## src/rtl/pipe_shifter_pkg.sv

```systemverilog
`default_nettype none
// =============================================================================
// Module   : pipe_shifter_pkg
// Purpose  : Shared mode encoding and default width for the pipelined shifter.
// Revision : 1.0 - initial release
// =============================================================================
package pipe_shifter_pkg;

    localparam int C_DEFAULT_WIDTH = 32;

    typedef enum logic [1:0] {
        SLL = 2'b00,
        SRL = 2'b01,
        SRA = 2'b10,
        ROL = 2'b11
    } shiftMode_e;

endpackage
`default_nettype wire

```

## src/rtl/shift_stage.sv

```systemverilog
`default_nettype none
// =============================================================================
// Module   : shift_stage
// Purpose  : One registered shifter stage moving data by DIST when its amount
//            bit is set; macro PIPE_SHIFTER_ROTATE_EN enables rotate wrap.
// Revision : 1.0 - initial release
// =============================================================================
module shift_stage
    import pipe_shifter_pkg::*;
#(
    parameter int WIDTH = C_DEFAULT_WIDTH,
    parameter int DIST  = 1,
    parameter int SH_W  = $clog2(WIDTH)
) (
    input  logic             clk,
    input  logic             rstN,
    input  logic             inValid,
    output logic             inReady,
    input  logic [WIDTH-1:0] inData,
    input  logic [SH_W-1:0]  inAmt,
    input  shiftMode_e       inMode,
    input  logic             inFill,
    output logic             outValid,
    input  logic             outReady,
    output logic [WIDTH-1:0] outData,
    output logic [SH_W-1:0]  outAmt,
    output shiftMode_e       outMode,
    output logic             outFill
);

    localparam int C_AMT_BIT = $clog2(DIST);

    logic             r_valid;
    logic [WIDTH-1:0] r_data;
    logic [SH_W-1:0]  r_amt;
    shiftMode_e       r_mode;
    logic             r_fill;

    logic [WIDTH-1:0] w_shifted;
    logic [WIDTH-1:0] w_next;

    // SRA reuses the current MSB: earlier SRA stages never change the sign bit.
    always_comb begin
        w_shifted = {inData[WIDTH-1-DIST:0], {DIST{inFill}}};
        case (inMode)
            SRL: w_shifted = {{DIST{inFill}}, inData[WIDTH-1:DIST]};
            SRA: w_shifted = {{DIST{inData[WIDTH-1]}}, inData[WIDTH-1:DIST]};
`ifdef PIPE_SHIFTER_ROTATE_EN
            ROL: w_shifted = {inData[WIDTH-1-DIST:0], inData[WIDTH-1:WIDTH-DIST]};
`else
            ROL: w_shifted = {inData[WIDTH-1-DIST:0], {DIST{inFill}}};
`endif
            default: ;
        endcase
        w_next = inAmt[C_AMT_BIT] ? w_shifted : inData;
    end

    assign inReady = !r_valid || outReady;

    always_ff @(posedge clk or negedge rstN) begin
        if (!rstN) begin
            r_valid <= 1'b0;
            r_data  <= '0;
            r_amt   <= '0;
            r_mode  <= SLL;
            r_fill  <= 1'b0;
        end else if (inReady) begin
            r_valid <= inValid;
            if (inValid) begin
                r_data <= w_next;
                r_amt  <= inAmt;
                r_mode <= inMode;
                r_fill <= inFill;
            end
        end
    end

    assign outValid = r_valid;
    assign outData  = r_data;
    assign outAmt   = r_amt;
    assign outMode  = r_mode;
    assign outFill  = r_fill;

endmodule
`default_nettype wire

```

## src/rtl/pipe_shifter.sv

```systemverilog
`default_nettype none
// =============================================================================
// Module   : pipe_shifter
// Purpose  : SH_W-stage elastic barrel shifter (SLL/SRL/SRA/ROL); mode 11 is a
//            rotate only when PIPE_SHIFTER_ROTATE_EN is defined, else SLL.
// Revision : 1.0 - initial release
// =============================================================================
module pipe_shifter
    import pipe_shifter_pkg::*;
#(
    parameter int WIDTH = C_DEFAULT_WIDTH,
    parameter int SH_W  = $clog2(WIDTH)
) (
    input  logic             clk,
    input  logic             rstN,
    input  logic             inValid,
    output logic             inReady,
    input  logic [WIDTH-1:0] in,
    input  logic [SH_W-1:0]  shAmt,
    input  logic             shBit,
    input  logic [1:0]       mode,
    output logic             outValid,
    input  logic             outReady,
    output logic [WIDTH-1:0] out
);

    // Index k is the input of stage k; index SH_W is the pipeline output.
    logic [SH_W:0]             w_valid;
    logic [SH_W:0]             w_ready;
    logic [SH_W:0][WIDTH-1:0]  w_data;
    logic [SH_W:0][SH_W-1:0]   w_amt;
    logic [SH_W:0][1:0]        w_mode;
    logic [SH_W:0]             w_fill;
    logic                      w_unusedTail;

    assign w_valid[0] = inValid;
    assign inReady    = w_ready[0];
    assign w_data[0]  = in;
    assign w_amt[0]   = shAmt;
    assign w_mode[0]  = mode;
    assign w_fill[0]  = shBit;

    assign w_ready[SH_W] = outReady;
    assign outValid      = w_valid[SH_W];
    assign out           = w_data[SH_W];
    assign w_unusedTail  = ^{w_amt[SH_W], w_mode[SH_W], w_fill[SH_W]};

    generate
        for (genvar k = 0; k < SH_W; k++) begin : g_stage
            shift_stage #(
                .WIDTH (WIDTH),
                .DIST  (1 << k),
                .SH_W  (SH_W)
            ) u_stage (
                .clk      (clk),
                .rstN     (rstN),
                .inValid  (w_valid[k]),
                .inReady  (w_ready[k]),
                .inData   (w_data[k]),
                .inAmt    (w_amt[k]),
                .inMode   (shiftMode_e'(w_mode[k])),
                .inFill   (w_fill[k]),
                .outValid (w_valid[k+1]),
                .outReady (w_ready[k+1]),
                .outData  (w_data[k+1]),
                .outAmt   (w_amt[k+1]),
                .outMode  (w_mode[k+1]),
                .outFill  (w_fill[k+1])
            );
        end
    endgenerate

endmodule
`default_nettype wire

```

## config.mk

```make
export PLATFORM = sky130hd
export DESIGN_NAME = pipe_shifter
export DESIGN_NICKNAME = d
export VERILOG_FILES = /design/src/rtl/pipe_shifter_pkg.sv /design/src/rtl/shift_stage.sv /design/src/rtl/pipe_shifter.sv
export SDC_FILE = /design/constraint.sdc
export NUM_CORES = 1
export LEC_CHECK = 0
export BUFFER_PORTS_ARGS = -buffer_cell sky130_fd_sc_hd__buf_2
export CAP_MARGIN = 20
export CORE_MARGIN = 5
export CORE_UTILIZATION = 61
export DETAILED_ROUTE_END_ITERATION = 10
export GPL_ROUTABILITY_DRIVEN = 1
export GPL_TIMING_DRIVEN = 0
export PLACE_DENSITY = 0.83
export SETUP_SLACK_MARGIN = 0.02
export SLEW_MARGIN = 5
export SYNTH_ARGS = -nofsm -noshare
export SYNTH_HDL_FRONTEND = slang
export SYNTH_HIERARCHICAL = 1
export SYNTH_SLANG_ARGS = --single-unit
export TNS_END_PERCENT = 10
```

## constraint.sdc

```tcl
create_clock -name clk -period 5.2 [get_ports clk]
set_input_delay 1.3 -clock clk [delete_from_list [all_inputs] [get_ports clk]]
set_output_delay 1.3 -clock clk [all_outputs]
set_load 0.005 [all_outputs]
```

==> impl_metrics.ini <==
[outcome]
status = finished, final reports clean

[sta]
setup_viol_count_final = 0
finClkSkew_ns = 0.006993
fin_ws_ns = 0.1975
post-route-min-period_ns = 5.002
tightest_slew_ns = 0.5881
timing.slew.headroom_pct = 60.79
period_share_pct = 96.20
drv_slew = 0
hold_viol = 0
rsz0062_at_grt = false
fmax_ghz = 0.1999

[placed_design]
hpwl_mm = 20.26
placed_cell_area_mm2 = 0.01094
io_buffer_count = 75
place_ws_ns = -0.1321
place.gp.congestion = 0.9358

[floorplan]
initial_core_util_pct = 62.02
die_area_mm2 = 0.01949
std_cell_rows = 47
io_pins = 78
core_mm2 = 0.01652
die_w_um = 139.6
die_y_um = 139.6

[yosys]
syn_nets = 948
syn_inst = 894
synth_area_mm2 = 0.01025
avgSynthCellArea_um2 = 11.46
yosys_warnings = 6

[final_layout]
nNetsFinal = 1041
num-fill-cells = 1233
num_antenna_cells = 0
drive_gt1_share_pct = 23.75
utilization_pct = 69.84
finish.instance_area_mm2 = 0.01154
syn_to_final_growth_pct = 12.61

[pwr]
ir_drop_mv = 0.3098
power_per_cell_area_mw_per_mm2 = 579.1
p_total_mw = 6.683
leakage_nw = 4.688

[global_routing]
antenna_found_initial = 0
grt_max_degree = 121
grt_pass1_wl_mm = 45.53
grt_overflow = 0
track_usage_pct = 28.94
grt_pass1_vias = 8303

[detailed_routing]
drc = 0
ant_nets = 0
drtPass1Iterations = 5
first_iter_violations = 893
vias = 8688
wl_per_cell_um = 23.25
avgViaCountPerCell = 7.133
postRouteWirelength_mm = 28.32

[critical_path]
cp.required_ns = 3.90
slowest_delay_ns = 0.28
rr_worst_depth = 14
cp-endpoint = inReady
cpMaxStageDelayCell = buf_2
critPathCaptureType = primary output
start_kind = input port
reg2reg_to = g_stage[0].u_stage/outMode[0]$_DFFE_PN0P_
crit_fanout = 15
startpoint = outReady
arrival_ns = 3.70
rr_startpoint = g_stage[4].u_stage/outValid$_DFFE_PN0P_
crit_type = input port to primary output
cpMostUsedCell = buf_2
r2r_setup_slack_ns = 2.19
path_cells = buf_2, nand2b_4, buf_6, buf_2, nand2b_4, buf_6, buf_2, nand2b_4, nand2b_1, buf_2, nand2b_1, buf_6, buf_2, buf_2

[flow_run]
max-cap-violations = 0

[clock_tree]
cts_max_path_buffers = 2
clock_sinks = 187
insertion_delay_ns = 0.43
post_cts_buffers = 0
clk_pin_slew_ns = 0.06
cts_tree = built
cts_resized = 0
cts_root_buf = clkbuf_16
h-tree-depth = 4
ctsHoldBuffers = 0
cts_made_buffers = 17

[min_path]
hold_class = flop to flop
==> worst min path at each step <==
stage / from / end / slack, ns / depth (start not counted)
2_1_floorplan: g_stage[1].u_stage/outAmt[4]$_DFFE_PN0P_ / g_stage[2].u_stage/outAmt[4]$_DFFE_PN0P_ / 0.45 / 1
3_3_place_gp: g_stage[0].u_stage/outAmt[4]$_DFFE_PN0P_ / g_stage[1].u_stage/outAmt[4]$_DFFE_PN0P_ / 0.47 / 1
3_5_place_dp: g_stage[4].u_stage/outData[13]$_DFFE_PN0P_ / g_stage[4].u_stage/outData[13]$_DFFE_PN0P_ / 0.47 / 1
4_1_cts: g_stage[4].u_stage/outData[14]$_DFFE_PN0P_ / g_stage[4].u_stage/outData[14]$_DFFE_PN0P_ / 0.49 / 1
5_1_grt: g_stage[4].u_stage/outData[5]$_DFFE_PN0P_ / g_stage[4].u_stage/outData[5]$_DFFE_PN0P_ / 0.50 / 1
6_report: g_stage[4].u_stage/outData[15]$_DFFE_PN0P_ / g_stage[4].u_stage/outData[15]$_DFFE_PN0P_ / 0.48 / 1
==> per-layer routing <==
| layer | vias up | track usage [%] | part of all wire, % |
|---|---|---|---|
| met5 | - | 0 | 0 |
| met4 | 0 | 12.44 | 3.9 |
| met3 | 98 | 4.940 | 7.5 |
| met2 | 489 | 46.69 | 48 |
| met1 | 4254 | 38.92 | 41 |
| li1 | 3847 | - | - |
==> area by class of cell <==
| cell class | count | area (um2) | area share (%) |
|---|---|---|---|
| clock inverter | 11 | 170.2 | 1.474 |
| clock buffer | 19 | 442.9 | 3.838 |
| multi-input combinational | 563 | 4715 | 40.85 |
| tap | 220 | 275.3 | 2.385 |
| timing repair buffer | 76 | 412.9 | 3.578 |
| inverter | 28 | 105.1 | 0.9107 |
| sequential | 187 | 4679 | 40.55 |
| buffer | 114 | 740.7 | 6.418 |
==> per-stage QoR <==
step                cells  setup TNS [ns]  hold WS [ns]
floorplan             894               0        0.4541
global placement     1189          -11.55        0.4650
detailed placement   1190         -0.1321        0.4746
CTS                  1219               0        0.4912
global route         1218               0        0.5009
finish               1218               0        0.4850
==> worst max-delay path: cells and delay by family <==
kind          cells  cell delay [ns]
simple gates      5             0.81
buf+inv           9             1.56
==> registers in the layout, summed over array words and instances, names as in the netlist <==
register                  flops
g_stage.u_stage/outValid      5
g_stage.u_stage/outAmt       10
g_stage.u_stage/outData     160
g_stage.u_stage/outFill       4
g_stage.u_stage/outMode       8
==> cell usage in the layout (no fill, tap or decap), types with 12 or more instances in the layout <==
cell,instances
o211ai_1,129
a221oi_2,12
o2bb2ai_1,129
clkbuf_1,33
inv_1,27
a221oi_1,88
buf_6,30
clkbuf_16,17
o221ai_1,14
mux2_1,15
nor2b_1,14
a21oi_1,46
a31oi_1,32
mux2_4,14
nand3_1,14
dfrtp_1,187
buf_2,114
==> power breakdown <==
| part | switching [mW] | total [mW] | internal (mW) | leakage (nW) |
|---|---|---|---|---|
| sequential | 0.663 | 2.65 | 1.99 | 2.28 |
| clock | 0.548 | 1.36 | 0.812 | 0.291 |
| combinational | 1.46 | 2.67 | 1.21 | 2.11 |
Note: power is estimated with default switching activity, not from simulation.
